File: config.mk
export PLATFORM = sky130hd
export DESIGN_NAME = pulse_stretcher
export DESIGN_NICKNAME = d
export VERILOG_FILES = /design/src/rtl/pulse_stretcher.sv
export SDC_FILE = /design/constraint.sdc
export NUM_CORES = 1
export LEC_CHECK = 0
export ABC_AREA = 1
export CORE_ASPECT_RATIO = 1.1
export CORE_UTILIZATION = 40
export CTS_BUF_LIST = sky130_fd_sc_hd__clkbuf_8 sky130_fd_sc_hd__clkbuf_16
export CTS_CLUSTER_SIZE = 25
export DETAILED_ROUTE_END_ITERATION = 10
export GPL_TIMING_DRIVEN = 0
export PLACE_DENSITY = 0.66
export SYNTH_ARGS = -nofsm -noshare
export SYNTH_HDL_FRONTEND = slang
export SYNTH_SLANG_ARGS = --single-unit
File: constraint.sdc
create_clock -name clk_in -period 4.2 [get_ports clk_in]
set_input_delay 1.05 -clock clk_in [delete_from_list [all_inputs] [get_ports clk_in]]
set_output_delay 1.05 -clock clk_in [all_outputs]
set_load 0.01 [all_outputs]
File: src/rtl/pulse_stretcher.sv
// Stretches a one-cycle trigger into a level lasting HIGH_TICKS timebase strobes,
// then forces GAP_TICKS strobes of low. Define PULSE_STRETCHER_RETRIGGER_EN to let
// a trigger during the high phase reload the count instead of flagging overrun.
module pulse_stretcher #(
    parameter int HIGH_TICKS = 10,
    parameter int GAP_TICKS  = 2,
    parameter int CW         = 8
) (
    input  logic clk_in,
    input  logic reset,
    input  logic tick_in,
    input  logic pulse_in,
    input  logic clr_overrun,
    output logic level_out,
    output logic busy,
    output logic overrun_out
);

    typedef enum logic [1:0] {IDLE, ACTIVE, HOLDOFF} state_t;

    localparam logic [CW-1:0] HIGH_LD = CW'(HIGH_TICKS);
    localparam logic [CW-1:0] GAP_LD  = CW'(GAP_TICKS);
    localparam logic [CW-1:0] ONE     = CW'(1);

    state_t        state, state_nxt;
    logic [CW-1:0] cnt, cnt_nxt;
    logic          ovr_set;

    always_comb begin
        state_nxt = state;
        cnt_nxt   = cnt;
        ovr_set   = 1'b0;
        case (state)
            IDLE: begin
                if (pulse_in) begin
                    state_nxt = ACTIVE;
                    cnt_nxt   = HIGH_LD;
                end
            end
            ACTIVE: begin
`ifdef PULSE_STRETCHER_RETRIGGER_EN
                // A retrigger beats a coincident final tick.
                if (pulse_in) begin
                    cnt_nxt = HIGH_LD;
                end else
`else
                ovr_set = pulse_in;
`endif
                if (tick_in) begin
                    if (cnt == ONE) begin
                        if (GAP_TICKS > 0) begin
                            state_nxt = HOLDOFF;
                            cnt_nxt   = GAP_LD;
                        end else begin
                            state_nxt = IDLE;
                            cnt_nxt   = '0;
                        end
                    end else if (cnt > ONE) begin
                        cnt_nxt = cnt - ONE;
                    end
                end
            end
            HOLDOFF: begin
                ovr_set = pulse_in;
                if (tick_in) begin
                    if (cnt == ONE) begin
                        state_nxt = IDLE;
                        cnt_nxt   = '0;
                    end else if (cnt > ONE) begin
                        cnt_nxt = cnt - ONE;
                    end
                end
            end
            default: begin
                state_nxt = IDLE;
                cnt_nxt   = '0;
            end
        endcase
    end

    // Outputs are registered from the next state so they track state exactly.
    always_ff @(posedge clk_in or posedge reset) begin
        if (reset) begin
            state       <= IDLE;
            cnt         <= '0;
            level_out   <= 1'b0;
            busy        <= 1'b0;
            overrun_out <= 1'b0;
        end else begin
            state     <= state_nxt;
            cnt       <= cnt_nxt;
            level_out <= (state_nxt == ACTIVE);
            busy      <= (state_nxt != IDLE);
            if (ovr_set)
                overrun_out <= 1'b1;
            else if (clr_overrun)
                overrun_out <= 1'b0;
        end
    end

endmodule
* After elaboration in Yosys (flattened, before gate mapping) *
Cells that the tools add are included.

operators by class
  $add $sub $neg = 1
  order comparisons = 1
  equality and inequality tests = 7
  mux-type cells = 16
  reduce and logical (&&, ||, !) cells = 5

operators by type and width
  operator                                                               count
  8-bit two-way mux                                                      6
  8-bit case mux with 3 select lines                                     1
  2-bit two-way mux                                                      5
  8-bit by 1-bit equality test with 1-bit output, second input constant  1
  8-bit by 1-bit > comparator with 1-bit output, second input constant   1
  8-bit by 1-bit subtractor with 8-bit output, second input constant     1
  2-bit inequality test, second input constant                           3
  2-bit case mux with 3 select lines                                     1
  2-bit by 1-bit equality test with 1-bit output, second input constant  2
  2-bit nonzero test                                                     2
  1-bit two-way mux                                                      3
  3-bit AND reduction                                                    1
  2-bit equality test, second input constant                             1
  2-bit zero test                                                        1
  2-bit OR reduction                                                     1

storage, ports and cells
  bits in registers = 13
  input bits = 5
  output and inout port bits = 3
  logic and storage cells = 35

* Logic depth before layout (Yosys ltp) *
Gate-level depths: netlist (run 1).

  word-level depth = 5
  gate-level depth with buffers = 10
  depth with buffers taken out = 10

* Least setup slack after synthesis (run 1) *
No wires, ideal clock.

  path type = input port to flip-flop
  from = input port tick_in
  to = register cnt[7]
  setup time = 0.065 ns
  arrival time = 1.696 ns
  required time = 4.135 ns
  slack = 2.439 ns
  cell stages on the path = 6
  buffers on the path = 0
  path through = inv_1 > a21oi_4 > inv_4 > nor3_4 > nand3_1 > nand2_1

on the way
  cells in the longest elaborated chain, start to end = 2
  elaborated cells between the ends (all ways) = 3
  classes of those cells = eq/ne: 2; reduce/logical: 1

RTL lines
  element                            RTL line  source
  start, declared                    11        input logic tick_in,
  2-bit inequality test (no line)    --
  3-bit AND reduction (no line) (*)  --
  end signal, assigned               91        cnt <= cnt_nxt;
  end, declared                      26        logic [CW-1:0] cnt, cnt_nxt;

Mark *: on every way between the ends. The rest lies on a longest branch, timed or not.
A chain may end at the register's enable or synchronous reset.

* Final worst setup path (run 1) *
  from = register overrun_out
  to = output port overrun_out

RTL lines
  element                 RTL line  source
  start, declared         16        output logic overrun_out
  start signal, assigned  88        overrun_out <= 1'b0;
  start signal, assigned  95        overrun_out <= 1'b1;
  start signal, assigned  97        overrun_out <= 1'b0;

No word-level cell between the ends.

==> results by group, run 1 <==
Worst hold path
  – Worst hold start: overrun_out
  – Hold crit path type: flop to flop

Detailed routing
  – 1st-iter DRT viols: 11
  – DR WL/cell: around 11 um
  – DRC viols: 0
  – Pre-Repair DR Iteration Count: 4
  – Final WL: 1.72 mm
  – Drt via density: between 4 and 5
  – Antenna viol nets, final: 0
  – Vias: about 740

Power
  – Clk pwr share: 0.128
  – Combinational share of power: 0.611
  – Power per Cell Area: 810 mW/mm2
  – Pwr Total: 0.870 mW
  – Sequential share of power: 0.261
  – P_leak: between 0.5 and 0.6 nW
  – Int Pwr: 0.451 mW
  – Peak supply drop: approximately 420 uV
  – Switch share: 0.482
  – P_sw: roughly 0.42 mW

Final layout
  – Fillers: roughly 210
  – P&R area growth vs syn: 16.2%
  – Proportion of layout cells with a drive suffix above 1: 0.188
  – Commonest non-fill, non-tap cell in the layout: nand2_1
  – ANT cells: 0
  – Most frequent cells in the layout: nand2_1 (27), inv_1 (15), dfrtp_1 (13)
  – Final nets: 140
  – Non-filler cells, final: 156

STA
  – Final setup vio count: 0
  – Worst-Margin Slew: 521 ps
  – TNS Setup: 0 ps
  – Clock skew: 2.27 ps
  – Fin crit share: 0.517
  – Hold Vio Cnt, Final: 0
  – Fin crit period: between 2000 and 2500 ps
  – RSZ-0062 raised after global routing: false
  – Hold slack final: 529 ps
  – Max-slew violation count: 0
  – Maximum clock frequency: between 400 and 500 MHz
  – Rel. slew slack: 0.652

Clocking
  – Sink Count: 13
  – H-tree depth: 1
  – CTS Hold Bufs: 0
  – CTS Buffer Depth: 2
  – CTS tree: done
  – Root Driver: clkbuf_8
  – Clk pin slew, worst setup/hold paths: 60 ps
  – Setup Buffers After CTS: 0
  – Total CTS buffers: 3
  – Worst-Skew Late Latency: around 250 ps
  – Cts repair resizes: 0

Logic synthesis
  – Mapped Avg Cell Area: 7.90 um2
  – Sequential share of the synthesized area: 0.352
  – Top cells by area, synth: dfrtp_1 (35%), nand2_1 (11%), ha_1 (8.1%)
  – #FFs+latches synth: 13
  – Post-synth top area share: 0.352
  – Mapped Cells: about 120
  – Primary FF master, synth: dfrtp_1
  – Synth warn: 0
  – Count of cell types in the netlist: 24
  – Largest area contributor in the netlist: dfrtp_1
  – Mapped Area: just over 900 um2
  – Post-synthesis async set-or-reset flop share: 1.00
  – Post-synth net total: 128
  – EDFF count, synth: 0

Floorplan
  – DIE WIDTH: between 40 and 50 um
  – Vert. Die Dim: 52.4 um
  – I/O pins: 8
  – Die area: approximately 0.0025 mm2
  – # rows: 17
  – Total core area: between 0.002 and 0.0025 mm2
  – Starting Density: 0.444

Setup path
  – Critical Path, Cell by Cell: clkdlybuf4s50_1
  – CP startpoint: overrun_out
  – CP max-delay cell: clkdlybuf4s50_1
  – Critical Path Sink Type: output port
  – Critical Path RT: between 3000 and 4000 ps
  – Critical path class: flop to output port
  – WP buf/inv: 1
  – Worst setup SP type: flop
  – CP max FO: 2
  – Worst r2r src: state[0]
  – Crit path DAT: 1120 ps
  – Max stage delay on crit path: approximately 530 ps
  – R2R setup slack: around 2500 ps
  – CP delay by family, top: buffers and inverters

Global routing
  – GRT Util Overall: 0.177
  – Largest net degree at the start of global routing: 14
  – Gr ovfl total: 0
  – Initial antenna violation count: 0
  – First-pass GRT wire length: between 2 and 3 mm
  – Number of global-route vias before repair: slightly below 700

Place
  – PortBufs: 7
  – Detailed placement HPWL: around 1.3 mm
  – Gpl congestion: 0.813
  – Placed cells: 152

Run status
  – Status: finished clean

Run
  – # Max-Cap Violations: 0
==> sequential cells by signal, summed over array words and instances, names as in the netlist <==
register / count
level_out: 1
busy: 1
overrun_out: 1
cnt: 8
state: 2
==> final timing paths <==
kind,end,depth (start not counted)
setup / recovery,overrun_out,1
hold / removal,overrun_out,2
setup reg to reg,cnt[7],9
hold reg to reg,overrun_out,2
max in group asynchronous,cnt[5],2
min in group asynchronous,state[0],2
==> through the flow <==
step / instance area (um2) / utilization / setup slack, ps
2_1_floorplan: 925 / - / 2440
3_3_place_gp: 1030 / 0.494 / 1780
3_5_place_dp: 1030 / 0.494 / 1780
4_1_cts: 1070 / 0.516 / 2020
5_1_grt: 1070 / 0.516 / 1930
6_report: 1070 / 0.516 / 2030
==> layout make-up <==
class                      count  area, um2  area share
multi-input combinational     86        529       0.492
timing repair buffer           7       70.1      0.0652
clock inverter                 1       3.75     0.00349
sequential                    13        325       0.303
clock buffer                   3       41.3      0.0384
inverter                      18       70.1      0.0652
tap                           28       35.0      0.0326
==> routing by layer <==
metal  global-route usage  share of wire  vias to the layer above
li1                     -              -                      388
met1                0.230           0.45                      339
met2                0.266           0.49                       12
met3               0.0345          0.036                        5
met4               0.0972          0.022                        0
met5                    0              0                        -
==> Yosys cell counts (3+ instances only) <==
master	count
inv_2	3
nand3_1	10
a21oi_1	3
o21ai_0	5
nor2_4	4
nand2_4	3
nor2_1	10
nor2_2	4
ha_1	6
dfrtp_1	13
nand2_1	27
inv_1	14
==> power groups by stage <==
stage | clock, mW | sequential [mW] | combinational (mW)
2_1_floorplan | 0 | 0.228 | 0.419
3_3_place_gp | 0 | 0.229 | 0.527
3_5_place_dp | 0 | 0.230 | 0.533
4_1_cts | 0.116 | 0.228 | 0.538
5_1_grt | 0.120 | 0.233 | 0.600
6_report | 0.111 | 0.227 | 0.532
==> kinds of logic after synthesis <==
group           count (synthesis)  share of synthesized area
xor+xnor                        3                     0.0284
compound gates                 13                     0.0934
flops                          13                      0.352
buf+inv                        18                     0.0758
simple gates                   64                      0.369
fa+ha+maj                       6                     0.0812
==> worst register-to-register path, stage by stage (launching register included) <==
cell and delay [ps]:
dfrtp_1 380, inv_1 90, ha_1 230, nor2_1 160, inv_2 80, a21oi_4 250, inv_4 90, nor3_4 200
nand3_1 90, nand2_1 60
No activity file was read; power rests on OpenSTA's default activity.
==> run 2, diff against run 1 <==
--- a/config.mk
+++ b/config.mk
@@ -12,7 +12,7 @@
 export CTS_CLUSTER_SIZE = 25
 export DETAILED_ROUTE_END_ITERATION = 10
 export GPL_TIMING_DRIVEN = 0
-export PLACE_DENSITY = 0.66
+export PLACE_DENSITY = 0.68
 export SYNTH_ARGS = -nofsm -noshare
 export SYNTH_HDL_FRONTEND = slang
 export SYNTH_SLANG_ARGS = --single-unit
==> constraint.sdc (replaced) <==
create_clock -name clk_in -period 1.93 [get_ports clk_in]
set_input_delay 0.4825 -clock clk_in [delete_from_list [all_inputs] [get_ports clk_in]]
set_output_delay 0.4825 -clock clk_in [all_outputs]
set_load 0.01 [all_outputs]
==> run 2 against run 1 <==
Effect of this change:
- sequential share of layout area did not move
- worst setup slack got worse by 1800 ps
- flip-flop and latch count unchanged
- first-iteration DRC count is 18% lower
- register-to-register slack worse by 2300 ps
- final cell count did not move
- die area unchanged
- worst hold slack worse by 2.6 ps
- utilization unchanged
- via count is 2.6% higher
- critical path type is now flop to flop
- highest routed layer unchanged
==> results by group, run 2 (same netlist as run 1, synthesis figures left out) <==
Detailed routing
  – Pre-Repair DR Iteration Count: 4
  – Final WL: roughly 1.8 mm
  – 1st-iter DRT viols: 9
  – DR WL/cell: 11.5 um
  – DRC viols: 0
  – Antenna viol nets, final: 0
  – Vias: 763
  – Drt via density: roughly 4.9

Final layout
  – P&R area growth vs syn: 16.2%
  – ANT cells: 0
  – Proportion of layout cells with a drive suffix above 1: 0.188
  – Non-filler cells, final: between 150 and 200
  – Max reg flops: 8
  – Regs by FF count: cnt (8), state (2)
  – Commonest non-fill, non-tap cell in the layout: nand2_1
  – Final nets: 140
  – Most frequent cells in the layout: nand2_1 (27), inv_1 (15), dfrtp_1 (13)
  – Biggest register: cnt

Clocking
  – Setup Buffers After CTS: 0
  – CTS Hold Bufs: 0
  – Clk pin slew, worst setup/hold paths: about 60 ps
  – CTS tree: done
  – H-tree depth: 1
  – CTS Buffer Depth: 2
  – Cts repair resizes: 0
  – Sink Count: 13
  – Total CTS buffers: 3
  – Worst-Skew Late Latency: between 200 and 250 ps
  – Root Driver: clkbuf_8

Place
  – Gpl congestion: approximately 0.84
  – Placed cells: ~150
  – Detailed placement HPWL: approximately 1.4 mm
  – PortBufs: 7

Floorplan
  – # rows: 17
  – Vert. Die Dim: 52.4 um
  – DIE WIDTH: between 40 and 50 um
  – I/O pins: 8
  – Starting Density: 0.444
  – Die area: ~0.0025 mm2
  – Total core area: about 0.0021 mm2

STA
  – Max-slew violation count: 0
  – Fin crit period: 1700 ps
  – Clock skew: 2.08 ps
  – Fin crit share: 0.880
  – Hold slack final: around 530 ps
  – TNS Setup: 0 ps
  – Maximum clock frequency: 589 MHz
  – Rel. slew slack: 0.639
  – Worst-Margin Slew: ~540 ps
  – Hold Vio Cnt, Final: 0
  – RSZ-0062 raised after global routing: false
  – Final setup vio count: 0

Global routing
  – Gr ovfl total: 0
  – Initial antenna violation count: 0
  – First-pass GRT wire length: around 3.1 mm
  – Number of global-route vias before repair: around 760
  – GRT Util Overall: 0.182
  – Largest net degree at the start of global routing: 14

Power
  – P_sw: approximately 0.91 mW
  – Sequential share of power: 0.263
  – P_leak: around 0.54 nW
  – Combinational share of power: 0.609
  – Switch share: 0.482
  – Peak supply drop: roughly 800 uV
  – Int Pwr: 0.981 mW
  – Pwr Total: ~1.9 mW
  – Power per Cell Area: about 1800 mW/mm2
  – Clk pwr share: 0.128

Run status
  – Status: finished clean

Setup path
  – Critical path class: flop to flop
  – Critical Path Sink Type: flop
  – Worst setup SP type: flop
  – Critical Path RT: between 2000 and 2500 ps
  – CP max FO: 6
  – Crit path DAT: roughly 1900 ps

Worst hold path
  – Hold crit path type: flop to flop

Run
  – # Max-Cap Violations: 0
-- run 2: cell counts in the layout (fill, tap and decap cells not counted) --
Identical to the previous run, type by type.
-- run 2: cell type report --
cell class / count / area, um2
fillers: 221 / 1010
multi-input cells: 86 / 529
flip-flops and latches: 13 / 325
repair buffers: 7 / 70.1
inverters: 18 / 70.1
clock buffers: 3 / 41.3
well taps: 28 / 35.0
clock inverters: 1 / 3.75
-- run 2: critical path, cell delays in order (launching register included) --
cell and delay, ps:
dfrtp_1 380, inv_1 90, ha_1 230, nor2_1 160, inv_2 80, a21oi_4 240
inv_4 90, nor3_4 200, nand3_1 90, nand2_1 70
-- run 2: layer usage --
metal	up-vias	routed length, um	GRT usage
met2	12	914	0.304
met3	4	51	0.0310
met4	0	37	0.0833
met1	360	799	0.217
met5	-	0	0
li1	387	-	-
-- run 2: per-stage QoR --
step | setup slack [ps] | instance area [um2] | utilization
finish | 232 | 1070 | 0.516
global route | 73.7 | 1070 | 0.516
CTS | 201 | 1070 | 0.516
detailed placement | 63.7 | 1030 | 0.494
global placement | 91.1 | 1030 | 0.494
floorplan | 436 | 925 | -
-- run 2: worst paths after layout --
| check | cells past startpoint | startpoint | to | slack (ps) |
|---|---|---|---|---|
| worst max-delay path | 9 | state[1] | cnt[7] | 230 |
| worst min-delay path | 2 | overrun_out | overrun_out | 530 |
| worst max register to register | 9 | state[1] | cnt[7] | 230 |
| worst min register to register | 2 | overrun_out | overrun_out | 530 |
| max in group asynchronous | 2 | reset | state[1] | 990 |
| min in group asynchronous | 2 | reset | cnt[0] | 580 |
-- run 2: power by group through the flow --
| stage | registers [mW] | logic [mW] | clock network (mW) |
|---|---|---|---|
| 3_3_place_gp | 0.497 | 1.14 | 0 |
| 5_1_grt | 0.517 | 1.30 | 0.257 |
| 4_1_cts | 0.503 | 1.17 | 0.251 |
| 3_5_place_dp | 0.506 | 1.16 | 0 |
| 2_1_floorplan | 0.497 | 0.912 | 0 |
| 6_report | 0.497 | 1.15 | 0.242 |
